===== src/rtl/frame_draw_scheduler_pkg.sv =====
// Shared constants for the frame draw scheduler: screen and sprite geometry,
// bus widths and the FSM state encoding.
package frame_draw_scheduler_pkg;
  localparam int X_MAX = 160;
  localparam int Y_MAX = 120;
  localparam int SPR_W = 8;
  localparam int SPR_H = 8;
  localparam int COL_W = 3;

  localparam int XW  = 8;
  localparam int YW  = 7;
  localparam int AW  = 15;
  localparam int SXW = 3;
  localparam int SYW = 3;
  localparam int SAW = 6;

  localparam logic [2:0] ST_IDLE      = 3'd0;
  localparam logic [2:0] ST_BG_SCAN   = 3'd1;
  localparam logic [2:0] ST_BG_FLUSH  = 3'd2;
  localparam logic [2:0] ST_NOTE_WAIT = 3'd3;
  localparam logic [2:0] ST_NOTE_DRAW = 3'd4;

  typedef enum logic [2:0] {
    IDLE      = ST_IDLE,
    BG_SCAN   = ST_BG_SCAN,
    BG_FLUSH  = ST_BG_FLUSH,
    NOTE_WAIT = ST_NOTE_WAIT,
    NOTE_DRAW = ST_NOTE_DRAW
  } state_t;

  localparam logic [AW-1:0]  BG_LAST  = AW'(X_MAX * Y_MAX - 1);
  localparam logic [SAW-1:0] SPR_LAST = SAW'(SPR_W * SPR_H - 1);
endpackage


===== src/rtl/frame_draw_scheduler_if.sv =====
// Bundle of frame tick, background ROM, note engine and framebuffer signals.
// master = scheduler side, slave = surrounding system.
interface frame_draw_scheduler_if;
  import frame_draw_scheduler_pkg::*;

  logic             frame_tick;
  logic             enable;
  logic [AW-1:0]    bg_address;
  logic [COL_W-1:0] bg_colour;
  logic             note_req;
  logic [XW-1:0]    note_x;
  logic [YW-1:0]    note_y;
  logic [COL_W-1:0] note_colour;
  logic             note_ack;
  logic [XW-1:0]    vga_x;
  logic [YW-1:0]    vga_y;
  logic [COL_W-1:0] vga_colour;
  logic             vga_plot;
  logic             busy;
  logic             overrun;

  modport master (
    input  frame_tick, enable, bg_colour, note_req, note_x, note_y, note_colour,
    output bg_address, note_ack, vga_x, vga_y, vga_colour, vga_plot, busy, overrun
  );

  modport slave (
    output frame_tick, enable, bg_colour, note_req, note_x, note_y, note_colour,
    input  bg_address, note_ack, vga_x, vga_y, vga_colour, vga_plot, busy, overrun
  );
endinterface


===== src/rtl/frame_draw_scheduler_raster_walker.sv =====
// Raster x/y counter (x fastest) that wraps to (0,0) after the last pixel,
// with a combinational linear address y*W+x of the current position.
module raster_walker #(
  parameter int W  = 160,
  parameter int H  = 120,
  parameter int XW = 8,
  parameter int YW = 7,
  parameter int AW = 15
) (
  input  logic          clk,
  input  logic          resetn,
  input  logic          clr,
  input  logic          step,
  output logic [XW-1:0] x,
  output logic [YW-1:0] y,
  output logic [AW-1:0] addr
);
  logic x_end;
  logic y_end;

  assign x_end = (x == XW'(W - 1));
  assign y_end = (y == YW'(H - 1));
  assign addr  = AW'(y) * AW'(W) + AW'(x);

  always_ff @(posedge clk) begin
    if (!resetn || clr) begin
      x <= '0;
      y <= '0;
    end else if (step) begin
      if (x_end) begin
        x <= '0;
        y <= y_end ? '0 : y + YW'(1);
      end else begin
        x <= x + XW'(1);
      end
    end
  end
endmodule


===== src/rtl/frame_draw_scheduler.sv =====
// Sole writer of the framebuffer port: per enabled frame tick, scans the background
// ROM (pixel plotted one cycle after its address) then draws queued 8x8 note sprites.
module frame_draw_scheduler
  import frame_draw_scheduler_pkg::*;
(
  input logic                    CLK,
  input logic                    resetn,
  frame_draw_scheduler_if.master bus
);
  state_t state, state_nxt;

  logic             start;
  logic             bg_clr, bg_step, spr_clr, spr_step;
  logic [XW-1:0]    bg_x, ix, nx;
  logic [YW-1:0]    bg_y, iy, ny;
  logic [AW-1:0]    bg_addr;
  logic [SXW-1:0]   spr_x;
  logic [SYW-1:0]   spr_y;
  logic [SAW-1:0]   spr_addr;
  logic [COL_W-1:0] nc;
  logic [XW:0]      sx;
  logic [YW:0]      sy;

  assign start    = (state == IDLE) && bus.frame_tick && bus.enable;
  assign bg_clr   = (state == IDLE) && !start;
  assign bg_step  = start || (state == BG_SCAN);
  assign spr_clr  = (state != NOTE_DRAW);
  assign spr_step = (state == NOTE_DRAW);
  // one bit wider than the screen so sprites hanging off the edge clip, not wrap
  assign sx = {1'b0, nx} + (XW+1)'(spr_x);
  assign sy = {1'b0, ny} + (YW+1)'(spr_y);

  raster_walker #(.W(X_MAX), .H(Y_MAX), .XW(XW), .YW(YW), .AW(AW)) u_bg (
    .clk(CLK), .resetn(resetn), .clr(bg_clr), .step(bg_step),
    .x(bg_x), .y(bg_y), .addr(bg_addr)
  );

  raster_walker #(.W(SPR_W), .H(SPR_H), .XW(SXW), .YW(SYW), .AW(SAW)) u_spr (
    .clk(CLK), .resetn(resetn), .clr(spr_clr), .step(spr_step),
    .x(spr_x), .y(spr_y), .addr(spr_addr)
  );

  always_comb begin
    state_nxt = state;
    unique case (state)
      IDLE:      if (start) state_nxt = BG_SCAN;
      BG_SCAN:   if (bg_addr == BG_LAST) state_nxt = BG_FLUSH;
      BG_FLUSH:  state_nxt = NOTE_WAIT;
      NOTE_WAIT: state_nxt = bus.note_req ? NOTE_DRAW : IDLE;
      NOTE_DRAW: if (spr_addr == SPR_LAST) state_nxt = NOTE_WAIT;
      default:   state_nxt = IDLE;
    endcase
  end

  always_ff @(posedge CLK) begin
    if (!resetn) state <= IDLE;
    else         state <= state_nxt;
  end

  // ix/iy hold the position of the address currently on bg_address, so the
  // pixel is written one cycle later alongside the ROM data for it.
  always_ff @(posedge CLK) begin
    if (!resetn) begin
      bus.bg_address <= '0;
      bus.note_ack   <= 1'b0;
      bus.vga_x      <= '0;
      bus.vga_y      <= '0;
      bus.vga_colour <= '0;
      bus.vga_plot   <= 1'b0;
      bus.busy       <= 1'b0;
      bus.overrun    <= 1'b0;
      ix             <= '0;
      iy             <= '0;
      nx             <= '0;
      ny             <= '0;
      nc             <= '0;
    end else begin
      bus.vga_plot <= 1'b0;
      bus.note_ack <= 1'b0;
      bus.busy     <= (state_nxt != IDLE);
      if (bus.frame_tick && bus.busy) bus.overrun <= 1'b1;
      unique case (state)
        IDLE: begin
          if (start) begin
            bus.bg_address <= bg_addr;
            ix             <= bg_x;
            iy             <= bg_y;
          end
        end
        BG_SCAN: begin
          bus.bg_address <= bg_addr;
          ix             <= bg_x;
          iy             <= bg_y;
          bus.vga_x      <= ix;
          bus.vga_y      <= iy;
          bus.vga_colour <= bus.bg_colour;
          bus.vga_plot   <= 1'b1;
        end
        BG_FLUSH: begin
          bus.vga_x      <= ix;
          bus.vga_y      <= iy;
          bus.vga_colour <= bus.bg_colour;
          bus.vga_plot   <= 1'b1;
        end
        NOTE_WAIT: begin
          if (bus.note_req) begin
            nx           <= bus.note_x;
            ny           <= bus.note_y;
            nc           <= bus.note_colour;
            bus.note_ack <= 1'b1;
          end
        end
        NOTE_DRAW: begin
          bus.vga_x      <= sx[XW-1:0];
          bus.vga_y      <= sy[YW-1:0];
          bus.vga_colour <= nc;
          bus.vga_plot   <= (sx < (XW+1)'(X_MAX)) && (sy < (YW+1)'(Y_MAX));
        end
        default: ;
      endcase
    end
  end
endmodule


===== src/flat_wrapper.sv =====
// flat-port wrapper written by rule: the top's interface ports become plain ports
module frame_draw_scheduler_flat import frame_draw_scheduler_pkg::*;
  (CLK, resetn, bus_frame_tick, bus_enable, bus_bg_colour, bus_note_req, bus_note_x, bus_note_y, bus_note_colour, bus_bg_address, bus_note_ack, bus_vga_x, bus_vga_y, bus_vga_colour, bus_vga_plot, bus_busy, bus_overrun);
  frame_draw_scheduler_if bus_i ();
  input logic CLK;
  input logic resetn;
  input wire logic [$bits(bus_i.frame_tick)-1:0] bus_frame_tick;
  input wire logic [$bits(bus_i.enable)-1:0] bus_enable;
  input wire logic [$bits(bus_i.bg_colour)-1:0] bus_bg_colour;
  input wire logic [$bits(bus_i.note_req)-1:0] bus_note_req;
  input wire logic [$bits(bus_i.note_x)-1:0] bus_note_x;
  input wire logic [$bits(bus_i.note_y)-1:0] bus_note_y;
  input wire logic [$bits(bus_i.note_colour)-1:0] bus_note_colour;
  output wire logic [$bits(bus_i.bg_address)-1:0] bus_bg_address;
  output wire logic [$bits(bus_i.note_ack)-1:0] bus_note_ack;
  output wire logic [$bits(bus_i.vga_x)-1:0] bus_vga_x;
  output wire logic [$bits(bus_i.vga_y)-1:0] bus_vga_y;
  output wire logic [$bits(bus_i.vga_colour)-1:0] bus_vga_colour;
  output wire logic [$bits(bus_i.vga_plot)-1:0] bus_vga_plot;
  output wire logic [$bits(bus_i.busy)-1:0] bus_busy;
  output wire logic [$bits(bus_i.overrun)-1:0] bus_overrun;
  assign bus_i.frame_tick = bus_frame_tick;
  assign bus_i.enable = bus_enable;
  assign bus_i.bg_colour = bus_bg_colour;
  assign bus_i.note_req = bus_note_req;
  assign bus_i.note_x = bus_note_x;
  assign bus_i.note_y = bus_note_y;
  assign bus_i.note_colour = bus_note_colour;
  assign bus_bg_address = bus_i.bg_address;
  assign bus_note_ack = bus_i.note_ack;
  assign bus_vga_x = bus_i.vga_x;
  assign bus_vga_y = bus_i.vga_y;
  assign bus_vga_colour = bus_i.vga_colour;
  assign bus_vga_plot = bus_i.vga_plot;
  assign bus_busy = bus_i.busy;
  assign bus_overrun = bus_i.overrun;
  frame_draw_scheduler u_core (.CLK(CLK), .resetn(resetn), .bus(bus_i));
endmodule

===== config.mk =====
export PLATFORM = sky130hd
export DESIGN_NAME = frame_draw_scheduler_flat
export DESIGN_NICKNAME = d
export VERILOG_FILES = /design/src/rtl/frame_draw_scheduler_pkg.sv /design/src/rtl/frame_draw_scheduler_if.sv /design/src/rtl/frame_draw_scheduler_raster_walker.sv /design/src/rtl/frame_draw_scheduler.sv /design/src/flat_wrapper.sv
export SDC_FILE = /design/constraint.sdc
export NUM_CORES = 1
export LEC_CHECK = 0
export ABC_AREA = 1
export CAP_MARGIN = 15
export CORE_MARGIN = 4
export CORE_UTILIZATION = 40
export CTS_CLUSTER_DIAMETER = 200
export DETAILED_ROUTE_END_ITERATION = 10
export PLACE_DENSITY_LB_ADDON = 0.08
export SYNTH_ARGS = -nofsm -noshare
export SYNTH_HDL_FRONTEND = slang
export SYNTH_HIERARCHICAL = 1
export SYNTH_SLANG_ARGS = --single-unit
export TNS_END_PERCENT = 100

===== constraint.sdc =====
create_clock -name CLK -period 5.3 [get_ports CLK]
set_input_delay 0.53 -clock CLK [delete_from_list [all_inputs] [get_ports CLK]]
set_output_delay 0.53 -clock CLK [all_outputs]
set_load 0.01 [all_outputs]

==> run summary <==
Antenna Cells = 0
Total clock sinks = 94
Routed len/inst = 14.0 um
Worst Path Required = 5.56 ns
Worst flop-to-flop path startpoint = u_core/u_bg/y[3]
Total global routing overflow = 0
Synthesized Nets = 730
Part of the power in combinational logic = 9.6%
First-pass DRT Iterations = 5
Syn_area_per_cell = 7.29 um^2
Row cnt = 40
Longest Clk Path Bufs = 2
Fin crit period = 3.14 ns
Clk_lat worst skew = 0.34 ns
Final hold viol count = 0
Buf/Inv on CP = 1
Netlist cell types = 40
Critical path endpoint category = register
Flop pwr share = 45.4%
Post-CTS sizing = 0
Endpoints failing setup = 0
GRT Total Usage = 17.8%
CP cell instances = ha_1 -> ha_1 -> fa_1 -> nand4_1 -> nand2_1 -> inv_1 -> o21ai_0 -> nand2_1 -> nor2_1 -> nand3_1 -> nor4_1 -> nand3_1 -> a21oi_1
Final WS setup = 2.16 ns
Origin of the worst setup path = u_core/u_bg/y[3]
Pre-CTS WS = 2.23 ns
Post CTS Setup Buffer Count = 0
Critical-path top delay cell = fa_1
Initial cell density of the core = 41.0%
Max_cap viols = 0
Crit-path max FO = 6
Hold-fix buffers, CTS = 0
Leak = 2.47 nW
Max Slew Vio Count = 0
Core Area = 12000 um^2
Die width = 119 um
EDFF count, synth = 0
Critical Path AT = 3.40 ns
DRT iter0 DRCs = 228
Syn. warnings = 6
Die height = 119 um
Antenna Nets Post-Route = 0
H-tree depth = 3
Initial antenna violation count = 0
FMAX = 0.318 GHz
TNS Setup = 0 ns
Cts bufs inserted = 9
Vias in the first global route = 4308
Sequential fraction of the synthesis area = 38.3%
Int Pwr = 1.28 mW
Post-DP HPWL = 8760 um
IO buf count = 62
Vias per cell = 5.03
# nets final = 774
Final Wtd Congestion = 0.823
Async set-reset flop share out of synthesis = 0%
Residual DRC = 0
Ports = 63
Slew HR = 47.1%
P&R area growth vs syn = 19.4%
Clk_skew = 0.00550 ns
Final wirelength = 12200 um
Worst setup SP type = register
Crit Path Category = reg2reg
Most used DFF post-synth = dfxtp_1
Hold/Removal Path Class = reg2reg
Switching share of power = 22.7%
NetSw = 0.377 mW
Via count = 4385
Worst path max stage delay = 0.59 ns
Unrepaired setup endpoints after global routing = no
Post-synthesis cell area = 4920 um^2
CTS root buffer = clkbuf_16
CP delay by family, top = adder cells
VDD IR-drop max = 0.000166 V
Clock transition at path regs = 0.07 ns
Status = completed
First-pass GRT wire length = 20700 um
Yosys reg bits = 94
CTS tree = yes
Layout cells sized above 1 = 6.77%
Cell Pwr Density = 283 nW/um^2
Largest net degree at the start of global routing = 58
Post-Synthesis Cells = 675
Slew at the pin closest to its max-slew limit = 0.793 ns
Hold Worst Slack = 0.464 ns
Hold Crit Start = u_core/bus.vga_x[4]
Final period util = 59.3%
Die area = 14100 um^2
Proportion of power drawn by the clock network = 45.0%
state kept, by name (all words and copies together), names as in the netlist, 3 cells and up:
signal,flops
u_core/u_bg/y,7
u_core/bus.vga_y,7
u_core/bus.vga_x,8
u_core/ny,7
u_core/u_spr/x,3
u_core/u_spr/y,3
u_core/nx,8
u_core/state,3
u_core/bus.vga_colour,3
u_core/nc,3
u_core/iy,7
u_core/ix,8
u_core/u_bg/x,8
u_core/bus.bg_address,15
per-layer routing:
metal  GRT usage [%]  up-vias  part of all wire [%]
met4            4.63        0                   1.0
li1                -     2277                     -
met2            29.9       85                    47
met3            5.37       10                   4.5
met5               0        -                     0
met1            22.2     2013                    47
cell families after synthesis:
family / count (synthesis) / synth area share [%]
AND/OR/NAND/NOR: 324 / 28.8
buffers and inverters: 98 / 9.49
AO/OA/AOI/OAI: 119 / 13.3
XOR/XNOR: 11 / 2.26
flip-flops: 94 / 38.3
adder cells (fa/ha/maj): 29 / 7.99
final cells by class:
class	count	area, um^2
clock buffer	10	239
clock inverter	6	109
fill	1200	6140
inverter	67	251
multi-input combinational	483	2570
sequential	94	1880
tap	147	184
timing repair buffer	64	636
synthesized netlist by cell type (all sizes together), types with 3 or more instances:
library cell | n | area share (%)
buf | 22 | 3.7
dfxtp | 94 | 38
nor3 | 4 | 0.41
nand2 | 139 | 11
xnor2 | 3 | 0.53
fa | 4 | 1.6
nand3 | 36 | 4.0
clkbuf | 9 | 0.69
o21ai | 61 | 6.3
ha | 25 | 6.4
a31oi | 10 | 1.3
nor2 | 129 | 11
nand4 | 9 | 1.1
xor2 | 8 | 1.7
inv | 66 | 5.0
a21oi | 37 | 3.8
path summary, 6_finish.rpt:
| kind | end | slack [ns] | depth (start not counted) |
|---|---|---|---|
| max | u_core/state[1] | 2.16 | 13 |
| min | u_core/bus.vga_x[4] | 0.46 | 2 |
| max reg2reg | u_core/state[1] | 2.16 | 13 |
| min reg2reg | u_core/bus.vga_x[4] | 0.46 | 2 |
power by group through the flow:
stage,Combinational [mW],Sequential [mW],Clock [mW]
global placement,0.161,0.769,0
floorplan,0.0832,0.774,0
detailed placement,0.160,0.769,0
global route,0.180,0.757,0.794
CTS,0.162,0.753,0.771
finish,0.160,0.753,0.747
layout by cell type, fill, tap and decap left out, drive strengths merged, types with 2 or more instances in the layout:
master	count
a211oi	2
a21oi	37
a22oi	2
a31oi	10
and2	2
buf	2
bufinv	3
clkbuf	10
clkdlybuf4s50	62
clkinv	4
dfxtp	94
fa	4
ha	25
inv	66
nand2	139
nand3	36
nand3b	2
nand4	9
nor2	129
nor3	4
o21ai	61
o221ai	2
or2	2
xnor2	3
xor2	8
worst register-to-register path: cells and delay by family, from the launching register on:
family | cells | cell delay [ns]
AOI/OAI and AO/OA | 2 | 0.34
adders and majority gates | 3 | 1.11
buffers and inverters | 1 | 0.06
DFF | 1 | 0.45
and+or+nand+nor | 7 | 1.08
stage by stage:
stage | total power, mW | cells | cell area, um^2 | util (%)
4_1_cts | 1.69 | 871 | 5870 | 48.9
6_report | 1.66 | 871 | 5870 | 48.9
3_5_place_dp | 0.929 | 855 | 5520 | 46.0
2_1_floorplan | 0.858 | 675 | 4920 | -
3_3_place_gp | 0.929 | 855 | 5520 | 46.0
5_1_grt | 1.73 | 871 | 5870 | 48.9
(Power assumes the default switching activity.)
